==> config.mk <==
export PLATFORM = sky130hd
export DESIGN_NAME = video_fetch
export DESIGN_NICKNAME = d
export VERILOG_FILES = /design/src/rtl/video_fetch.sv
export SDC_FILE = /design/constraint.sdc
export NUM_CORES = 1
export LEC_CHECK = 0
export BUFFER_PORTS_ARGS = -buffer_cell sky130_fd_sc_hd__buf_2
export CORE_ASPECT_RATIO = 0.5
export CORE_MARGIN = 10
export CORE_UTILIZATION = 45
export CTS_CLUSTER_SIZE = 16
export DETAILED_ROUTE_END_ITERATION = 6
export PLACE_DENSITY = 0.68
export SETUP_SLACK_MARGIN = 0.1
export SLEW_MARGIN = 30
export SYNTH_ARGS = -nofsm -noshare
export SYNTH_HDL_FRONTEND = slang
export SYNTH_SLANG_ARGS = --single-unit
==> constraint.sdc <==
create_clock -name clk_i -period 3.2 [get_ports clk_i]
set_input_delay 0.16 -clock clk_i [delete_from_list [all_inputs] [get_ports clk_i]]
set_output_delay 0.16 -clock clk_i [all_outputs]
set_load 0.02 [all_outputs]
==> src/rtl/video_fetch.sv <==
// Pixel-data fetch engine: requests NWORDS 16-bit words from the DRAM arbiter,
// assembles them into a cell buffer and hands the cell to the renderer on a cbeg boundary.
module video_fetch #(
  parameter int unsigned NWORDS = 4,
  parameter int unsigned CW     = 3
) (
  input  logic                   clk_i,
  input  logic                   rst_i,
  input  logic                   cbeg_i,
  input  logic                   pre_cbeg_i,
  input  logic                   vpix_i,
  input  logic                   fetch_start_i,
  input  logic                   fetch_end_i,
  output logic                   video_go_o,
  input  logic                   video_next_i,
  input  logic                   video_strobe_i,
  input  logic [15:0]            video_data_i,
  output logic [16*NWORDS-1:0]   pic_bits_o,
  output logic                   fetch_sync_o,
  output logic                   err_underrun_o,
  output logic                   err_overrun_o
);

  localparam logic [CW-1:0] NwCnt   = CW'(NWORDS);
  localparam logic [CW-1:0] LastCnt = CW'(NWORDS - 1);

  typedef enum logic [1:0] {StIdle, StFetch, StFull} state_e;

  state_e                state_q, state_d;
  logic [CW-1:0]         req_cnt_q, req_cnt_d;
  logic [CW-1:0]         stb_cnt_q, stb_cnt_d;
  logic [16*NWORDS-1:0]  fetch_buf_q, fetch_buf_d;
  logic [16*NWORDS-1:0]  pic_bits_q, pic_bits_d;
  logic                  load_pend_q, load_pend_d;
  logic                  video_go_q, video_go_d;
  logic                  fetch_sync_q, fetch_sync_d;
  logic                  underrun_q, underrun_d;
  logic                  overrun_q, overrun_d;
  logic                  load, start_ok;

  // cbeg itself is implied: a load on the pre_cbeg edge is visible in the cbeg cycle.
  logic unused_cbeg;
  assign unused_cbeg = cbeg_i;

  always_comb begin
    state_d      = state_q;
    req_cnt_d    = req_cnt_q;
    stb_cnt_d    = stb_cnt_q;
    fetch_buf_d  = fetch_buf_q;
    pic_bits_d   = pic_bits_q;
    load_pend_d  = load_pend_q;
    underrun_d   = 1'b0;
    overrun_d    = 1'b0;
    start_ok     = 1'b0;
    // A fetch_end arriving together with pre_cbeg loads on that same edge.
    load = pre_cbeg_i & (load_pend_q | ((state_q == StFull) & fetch_end_i));

    unique case (state_q)
      StIdle: begin
        if (fetch_end_i) underrun_d = 1'b1;
        if (fetch_start_i && vpix_i) start_ok = 1'b1;
      end
      StFetch: begin
        if (fetch_end_i) underrun_d = 1'b1;
        if (fetch_start_i) overrun_d = 1'b1;
        if (!vpix_i) begin
          state_d = StIdle;
        end else begin
          if (video_next_i && video_go_q) req_cnt_d = req_cnt_q + 1'b1;
          if (video_strobe_i) begin
            fetch_buf_d[16*stb_cnt_q +: 16] = video_data_i;
            stb_cnt_d = stb_cnt_q + 1'b1;
            if (stb_cnt_q == LastCnt) state_d = StFull;
          end
        end
      end
      StFull: begin
        if (fetch_end_i) load_pend_d = 1'b1;
        if (load) begin
          pic_bits_d  = fetch_buf_q;
          load_pend_d = 1'b0;
          state_d     = StIdle;
          if (fetch_start_i && vpix_i) start_ok = 1'b1;
        end else if (fetch_start_i) begin
          overrun_d = 1'b1;
        end
      end
      default: state_d = StIdle;
    endcase

    if (start_ok) begin
      state_d   = StFetch;
      req_cnt_d = '0;
      stb_cnt_d = '0;
    end

    fetch_sync_d = load;
    video_go_d   = (state_d == StFetch) && (req_cnt_d < NwCnt);
  end

  always_ff @(posedge clk_i) begin
    if (rst_i) begin
      state_q      <= StIdle;
      req_cnt_q    <= '0;
      stb_cnt_q    <= '0;
      fetch_buf_q  <= '0;
      pic_bits_q   <= '0;
      load_pend_q  <= 1'b0;
      video_go_q   <= 1'b0;
      fetch_sync_q <= 1'b0;
      underrun_q   <= 1'b0;
      overrun_q    <= 1'b0;
    end else begin
      state_q      <= state_d;
      req_cnt_q    <= req_cnt_d;
      stb_cnt_q    <= stb_cnt_d;
      fetch_buf_q  <= fetch_buf_d;
      pic_bits_q   <= pic_bits_d;
      load_pend_q  <= load_pend_d;
      video_go_q   <= video_go_d;
      fetch_sync_q <= fetch_sync_d;
      underrun_q   <= underrun_d;
      overrun_q    <= overrun_d;
    end
  end

  assign video_go_o     = video_go_q;
  assign pic_bits_o     = pic_bits_q;
  assign fetch_sync_o   = fetch_sync_q;
  assign err_underrun_o = underrun_q;
  assign err_overrun_o  = overrun_q;

endmodule

==> impl_results.md <==
- Slew at the pin closest to its max-slew limit: around 0.9 ns
- DRT Wirelength: between 10 and 15 mm
- Worst EP required: 3.54 ns
- Clk_lat worst skew: ~0.42 ns
- Syn_area_per_cell: ~8.4 um2
- Ys async rst share: 0%
- RePlAce Congestion: ~0.78
- Critical-path top delay cell: nor4_4
- Fraction of layout cells with a size suffix above 1: a little under a fifth
- PortBufs: just over 90
- TNS Setup: 0 ns
- Post-synth EDFFs: 0
- FMAX: about 390 MHz
- Syn_nets: between 600 and 700
- Sw Ratio: a little over a fifth
- Fill cells: just over 1000
- Layout Nets: 727
- Postcts setup bufs: 0
- Clk pwr share: between 50% and 60%
- Die width: 172 um
- Reg2reg start: stb_cnt_q[0]
- First-pass GRT wire length: roughly 21 mm
- CTS Hold Buffers Added: 2
- IO Pins: 93
- GR Overflow Total: 0
- Leak pwr: around 2.4 nW
- Gr usage total: between 15 and 20%
- Yosys reg bits: 141
- Final setup vio count: 0
- Antenna-violating nets left: 0
- CP Max Fanout: 16
- Cell Area, Synth: 0.00521 mm2
- Via density: around 5.1
- Antenna violations before repair: 0
- CTS resizes: 0
- Commonest non-fill, non-tap cell in the layout: nand2_1
- Vias in the first global route: 3981
- CP startpoint: stb_cnt_q[0]
- CTS H-tree lvls: 4
- Post-Place Cells: between 800 and 900
- Yosys cell types: 41
- Die ar.: 0.0165 mm2
- Synthesized instance count: ~620
- Clock Skews: ~0.008 ns
- Worst vdd ir: between 400 and 500 uV
- Critical-path cell list: inv_1, ha_1, ha_1, nand3b_2, nor4_4, nand3_1, a21oi_1
- N_diodes: 0
- Number of vias in the routed layout: between 4000 and 5000
- Fin. Hold Viols: 0
- Psw: 0.000854 W
- Data arrival, critical path: 2.88 ns
- Area Growth Syn to Fin: 22.1%
- Crit path time final: approximately 2.5 ns
- Clock sinks: 141
- Critical path's most frequent cell: ha_1
- CP Capture Type: flip-flop
- DRT Pass-1 Iters: 6
- Initial Util: between 40 and 50%
- Number of remaining DRC errors: 0
- Commonest non-fill, non-tap cells in the layout: nand2_1 (199), dfxtp_1 (141), a21oi_1 (101), buf_2 (90), nor2_1 (23)
- Status: finished clean
- Crit path max-delay family: simple AND/OR/NAND/NOR gates
- P_int: roughly 0.0031 W
- Hpwl dp: 8.51 mm
- Row count: 27
- Synth Warn #: 0
- Layout Cells excl Fill: between 800 and 900
- Part of the power in registers: between 40% and 50%
- CP Buf/Inv Count: 1
- Max_slew headroom: 39.3%
- Multi-input logic area: 0.00218 mm2
- Hold path startpoint: video_data_i[15]
- Num CTS Buffers: 17
- Top_reg_cell synth: dfxtp_1
- Crit path kind: flip-flop to flip-flop
- Sequential share of the synthesized area: between 50% and 60%
- Fin. max-slew vios: 0
- Die Height: slightly below 100 um
- Core Area: ~0.011 mm2
- CTS tree: done
- Max capacitance violation total: 0
- Largest net degree at the start of global routing: between 100 and 150
- Delay of the slowest critical-path stage: between 0.7 and 0.8 ns
- Startpoint types: flip-flop
- HP Class: input port to flip-flop
- RSZ-0062 raised after global routing: false
- Root buf cell: clkbuf_16
- Combinational share of power: about 2.8%
- P per Cell Area: about 630 mW/mm2
- Tcrit/Tclk final: approximately four fifths
- Register area: between 0.002 and 0.003 mm2
- CTS Buffer Depth: 2
- Wirelength per Cell: between 15 and 20 um
- Reg clk slew, reported paths: 0.06 ns
- DR iter-0 viols: about 340
final timing paths:
| kind | endpoint | slack (ns) | cells after the start |
|---|---|---|---|
| worst max-delay path | fetch_buf_q[43] | 0.67 | 7 |
| worst min-delay path | fetch_buf_q[15] | 0.03 | 3 |
| worst max register to register | fetch_buf_q[43] | 0.67 | 7 |
| worst min register to register | fetch_buf_q[14] | 0.45 | 2 |
stage by stage:
stage	setup slack, ns	hold WS, ns	util (%)	total power, W	cell area, um2
final	0.665	0.0317	57.1	0.00400	6360
after global routing	0.417	0.0285	57.1	0.00412	6360
after CTS	0.703	0.0233	57.0	0.00403	6360
after detailed placement	0.709	0.408	51.1	0.00191	5700
after global placement	0.769	0.402	51.1	0.00191	5700
after floorplan	1.06	0.264	-	0.00186	5210
flip-flops by register name, indices dropped and copies added (netlist names):
| name | cells |
|---|---|
| state_q | 2 |
| err_overrun_o | 1 |
| video_go_o | 1 |
| load_pend_q | 1 |
| err_underrun_o | 1 |
| fetch_buf_q | 64 |
| pic_bits_o | 64 |
| fetch_sync_o | 1 |
| stb_cnt_q | 3 |
| req_cnt_q | 3 |
cell usage after synthesis (3+ instances only):
cell type / instances / area share [%]
o21ai_0: 15 / 1.4
inv_1: 5 / 0.36
nand3b_1: 16 / 2.3
nor2_1: 23 / 1.7
dfxtp_1: 141 / 54
ha_1: 9 / 2.2
clkbuf_1: 28 / 2.0
nand2_1: 199 / 14
mux2i_1: 18 / 3.5
nand3_1: 18 / 1.7
buf_1: 5 / 0.36
buf_2: 5 / 0.48
a21oi_1: 101 / 9.7
a211oi_1: 3 / 0.43
logic make-up after synthesis:
family / count (synthesis) / share of synthesized area [%]
mux: 18 / 3.46
xor+xnor: 2 / 0.336
buf+inv: 48 / 4.03
simple gates: 275 / 23.3
fa+ha+maj: 9 / 2.16
flops: 141 / 54.2
compound gates: 126 / 12.6
area by class of cell:
cell class / instances / area share (%)
well taps: 145 / 2.85
clock inverters: 12 / 2.91
inverters: 5 / 0.295
flip-flops and latches: 141 / 44.4
multi-input cells: 430 / 34.3
clock buffers: 20 / 7.18
repair buffers: 98 / 8.16
per-layer routing:
layer	global-route usage (%)	share of wire [%]	vias up	wire length, um
li1	-	-	2204	-
met1	21.2	47	2049	6310
met2	25.7	46	114	6180
met3	5.68	6.5	7	874
met4	5.13	0.72	0	97
met5	0	0	-	0
worst reg2reg max path: stages (launching register included):
cell and delay (ns):
dfxtp_1 0.49, inv_1 0.13, ha_1 0.22, ha_1 0.36, nand3b_2 0.13, nor4_4 0.77, nand3_1 0.18, a21oi_1 0.19
power by group through the flow:
stage | Sequential (W) | Clock [W] | Combinational [W]
after floorplan | 0.00181 | 0 | 0.0000546
after global placement | 0.00181 | 0 | 0.000108
after detailed placement | 0.00181 | 0 | 0.000108
after CTS | 0.00177 | 0.00215 | 0.000110
after global routing | 0.00177 | 0.00223 | 0.000121
final | 0.00177 | 0.00212 | 0.000112
Note: power is estimated with default switching activity, not from simulation.
